**src/rtl/fwd_scoreboard.sv**
```systemverilog
// Forwarding scoreboard: shadows NUM_STAGES in-flight destinations and picks per-source forward selects / stall.
// Optional perf counters (StallCnt, FwdCnt) are enabled by defining FWD_SCOREBOARD_PERF_EN.
module fwd_scoreboard #(
    parameter int NUM_SRC    = 2,
    parameter int REG_AW     = 5,
    parameter int NUM_STAGES = 3,
    parameter int LAT_W      = 2,
    parameter int SEL_W      = 2
) (
    input  logic                      clk,
    input  logic                      rst_n,
    input  logic                      ID_valid,
    input  logic [NUM_SRC*REG_AW-1:0] ID_rs,
    input  logic [NUM_SRC-1:0]        ID_rs_used,
    input  logic [REG_AW-1:0]         ID_rd,
    input  logic                      ID_we,
    input  logic [LAT_W-1:0]          ID_lat,
    input  logic                      Hold,
    input  logic                      Flush,
    output logic [NUM_SRC*SEL_W-1:0]  Fwd,
    output logic                      Stall
`ifdef FWD_SCOREBOARD_PERF_EN
    ,
    output logic [31:0]               StallCnt,
    output logic [31:0]               FwdCnt
`endif
);

    // Index 0 is stage 1 (EX); index k is stage k+1.
    logic [NUM_STAGES-1:0] vQ;
    logic [REG_AW-1:0]     rdQ  [NUM_STAGES];
    logic [LAT_W-1:0]      cntQ [NUM_STAGES];
    logic                  issue;

    always_comb begin
        logic found;
        Fwd   = '0;
        Stall = 1'b0;
        found = 1'b0;
        for (int unsigned i = 0; i < NUM_SRC; i++) begin
            found = 1'b0;
            // Ascending scan: the first hit is the youngest producer, older ones are masked.
            for (int unsigned k = 0; k < NUM_STAGES; k++) begin
                if (!found && ID_valid && ID_rs_used[i] && vQ[k] &&
                    (rdQ[k] != '0) && (rdQ[k] == ID_rs[i*REG_AW +: REG_AW])) begin
                    found = 1'b1;
                    if (cntQ[k] == '0) begin
                        Fwd[i*SEL_W +: SEL_W] = SEL_W'(k + 1);
                    end else begin
                        Stall = 1'b1;
                    end
                end
            end
        end
    end

    assign issue = ID_valid & ~Stall & ~Hold & ~Flush;

    always_ff @(posedge clk or negedge rst_n) begin
        if (!rst_n) begin
            vQ <= '0;
            for (int unsigned k = 0; k < NUM_STAGES; k++) begin
                rdQ[k]  <= '0;
                cntQ[k] <= '0;
            end
        end else if (!Hold) begin
            vQ[0]   <= issue & ID_we & (ID_rd != '0);
            rdQ[0]  <= ID_rd;
            cntQ[0] <= ID_lat;
            for (int unsigned k = 1; k < NUM_STAGES; k++) begin
                // A flushed EX instruction is killed rather than carried into MEM.
                vQ[k]   <= vQ[k-1] & ~(Flush & (k == 1));
                rdQ[k]  <= rdQ[k-1];
                cntQ[k] <= (cntQ[k-1] == '0) ? '0 : cntQ[k-1] - LAT_W'(1);
            end
        end else if (Flush) begin
            vQ[0] <= 1'b0;
        end
    end

`ifdef FWD_SCOREBOARD_PERF_EN
    always_ff @(posedge clk or negedge rst_n) begin
        if (!rst_n) begin
            StallCnt <= '0;
            FwdCnt   <= '0;
        end else begin
            if (ID_valid && Stall && !Hold) begin
                StallCnt <= StallCnt + 32'd1;
            end
            if (issue && (Fwd != '0)) begin
                FwdCnt <= FwdCnt + 32'd1;
            end
        end
    end
`endif

endmodule

```
**config.mk**
```make
export PLATFORM = sky130hd
export DESIGN_NAME = fwd_scoreboard
export DESIGN_NICKNAME = d
export VERILOG_FILES = /design/src/rtl/fwd_scoreboard.sv
export SDC_FILE = /design/constraint.sdc
export NUM_CORES = 1
export LEC_CHECK = 0
export ABC_AREA = 0
export CORE_UTILIZATION = 30
export DETAILED_ROUTE_END_ITERATION = 6
export PLACE_DENSITY = 0.52
export SKIP_LAST_GASP = 1
export SYNTH_ARGS = -nofsm -noshare
export SYNTH_HDL_FRONTEND = slang
export SYNTH_SLANG_ARGS = --single-unit
```
**constraint.sdc**
```tcl
create_clock -name clk -period 2.3 [get_ports clk]
set_input_delay 0.23 -clock clk [delete_from_list [all_inputs] [get_ports clk]]
set_output_delay 0.23 -clock clk [all_outputs]
set_load 0.01 [all_outputs]
```
==> metrics.txt <==
die height=71.8 um; post-synthesis mux area share=0.152; multi-input combinational cell area=946 um^2; RR Endpoint=vQ[0]$_DFFE_PN0P_; fill cell count=460; P_leak=0.000918 uW; GP Congestion=0.863; CP startpoint kind=flop; largest family of logic cells by synthesized area=simple AND/OR/NAND/NOR gates; commonest non-fill, non-tap cells in the layout=buf_4, clkdlybuf4s50_1, dfrtp_1, xnor2_1, mux2_2; Via density=4.88; # DRC=0; fraction of layout cells with a size suffix above 1=0.388; drt first-iter violations=45; minimum clock period=2640 ps; relative slew slack=0.749; Worst setup EP type=output port; Register Area=602 um^2; area grow syn2layout=51.6%; Total GRT Usage=0.172; R2R setup slack=100 ps; Synth Instances=140; synth top area cells=dfrtp_1, mux2_2, xnor2_1, xor2_1, or4_1; final worst path period share=1.15; clock root cell=clkbuf_8; Antenna diodes=0; vias in the first global route=1,356; register area share after synthesis=0.411; status=complete, but fails checks; initial antenna violation count=0; Setup CP Type=reg -> out; failing checks=setup timing; final instance area=0.00222 mm^2; adder-cell share of the synthesized area=0; share of Yosys cell area claimed by the top area cell type=0.411; setup ws final=-337 ps; Slew @ Worst Pin=371 ps; synth unique cells=28; Fmax achieved=379 MHz; Post-Synth Simple-Gate Area=0.197; number of placement rows=25; Final setup viols=5; worst r2r src=rdQ[13]$_DFFE_PN0N_; die extent in x=71.8 um; die area=0.00516 mm^2; Routed Antenna Nets=0; TritonCTS buffer count=3; CTS Buffer Depth=2; GRT overflow=0; via count=1,269; Synth Warn #=0; post-cts hold buffer count=0; largest net degree at the start of global routing=25; Final Hold Viols=0; most common cell after layout, fill and taps aside=buf_4; # IOs=30; Yosys top cell by area=dfrtp_1; syn_area_per_cell=10.4 um^2; peak supply drop=382 uV; hpwl dp=3100 um; r2r worst-path depth=9; Slew Limit Fails=0; prevailing post-synth register cell=dfrtp_1; cell area after synthesis=0.00146 mm^2; Routed wire per std cell=15.8 um; P per Cell Area=542 mW/mm^2; TritonCTS Sinks=24; syn nets=165; Clk pin slew, worst setup/hold paths=90 ps; Crit path arrival time=2410 ps; dpl cell area=0.00207 mm^2; overall power=1200 uW; final WL=4100 um; max-cap viol count=0; Final Skew=1.45 ps; Synth Area in Compound Gates=0.0505; RSZ-0062 raised after global routing=true; # port buffers=29; CTS tree=yes; nets=232; Initial DRT Pass Iterations=4; worst-skew pair later-pin latency=270 ps; CTS H-tree lvls=1; core box area=0.00469 mm^2; number of synthesized register bits=24; first-pass GRT wire length=6700 um; Async SR Flop Fraction=1.00; post-synthesis xor/xnor area fraction=0.180; worst min-delay path class=in -> async; CP Max Fanout=3; Post-synth EDFFs=0; worst path required time=2070 ps; initial core utilization=0.312
-- Yosys cell counts, drive strengths merged, types with 2 or more instances --
master	count
nand4	2
dfrtp	24
mux2i	2
nor2	8
nand2b	3
nand2	11
mux2	18
clkbuf	3
nor3	4
or4	7
xor2	8
nor4	4
nand3	5
nor4b	2
xnor2	22
o21ai	8
-- where the power goes --
part | internal [uW] | total [uW] | switching, uW
Clock | 153 | 298 | 145
Sequential | 474 | 534 | 59.7
Combinational | 217 | 369 | 151
-- per-layer routing --
layer,track usage,wire length [um],share of wire,vias up
met5,0,0,0,-
met4,0.0697,81,0.020,0
met3,0.0281,89,0.022,6
met2,0.283,2060,0.50,15
met1,0.225,1870,0.46,613
li1,-,-,-,635
-- worst max-delay path: stages (launching register included) --
cell and delay (ps):
dfrtp_1 390, or4_4 550, o21ai_4 160, nor4_2 50, buf_4 140, nor4b_1 370
o22a_1 240, or2_1 110, buf_2 120
-- what timing repair did --
| action | in CTS | in global routing |
|---|---|---|
| resized for setup | 34 | 7 |
| pin swaps | 7 | 11 |
| setup buffers | 0 | 1 |
| endpoints found under the hold margin | 0 | 0 |
| setup endpoints to repair | 5 | 6 |
-- per-stage QoR --
stage | instances | setup slack, ps | hold WS (ps) | TNS (ps) | util
floorplan | 140 | 156 | -65.6 | 0 | -
global placement | 255 | -617 | 505 | -2650 | 0.442
CTS | 259 | -361 | 319 | -661 | 0.464
detailed placement | 255 | -611 | 515 | -2760 | 0.442
global route | 260 | -488 | 348 | -1380 | 0.473
finish | 260 | -337 | 310 | -779 | 0.473
-- worst max-delay path by stage --
stage | start | to | slack, ps | cells past startpoint
after global routing | rdQ[13]$_DFFE_PN0N_ | Stall | -490 | 8
after detailed placement | ID_rs[5] | Stall | -610 | 8
after floorplan | rdQ[11]$_DFFE_PN0N_ | Stall | 160 | 6
final | rdQ[13]$_DFFE_PN0N_ | Stall | -340 | 8
after global placement | ID_rs[5] | Fwd[3] | -620 | 8
after CTS | rdQ[14]$_DFFE_PN0N_ | Stall | -360 | 8
-- flip-flops by register name (all words and copies together) (netlist names) --
signal	flops
rdQ	15
cntQ	6
vQ	3
-- final cells by class --
| class | count | share of cell area |
|---|---|---|
| multi-input cells | 112 | 0.427 |
| flip-flops and latches | 24 | 0.271 |
| repair buffers | 65 | 0.245 |
| well taps | 54 | 0.0305 |
| clock buffers | 4 | 0.0248 |
| inverters | 1 | 0.00169 |
-- cell families after synthesis --
| kind of cell | after synthesis |
|---|---|
| buf+inv | 4 |
| simple gates | 50 |
| xor+xnor | 30 |
| compound gates | 12 |
| flops | 24 |
| mux | 20 |
No activity file was read; power rests on OpenSTA's default activity.
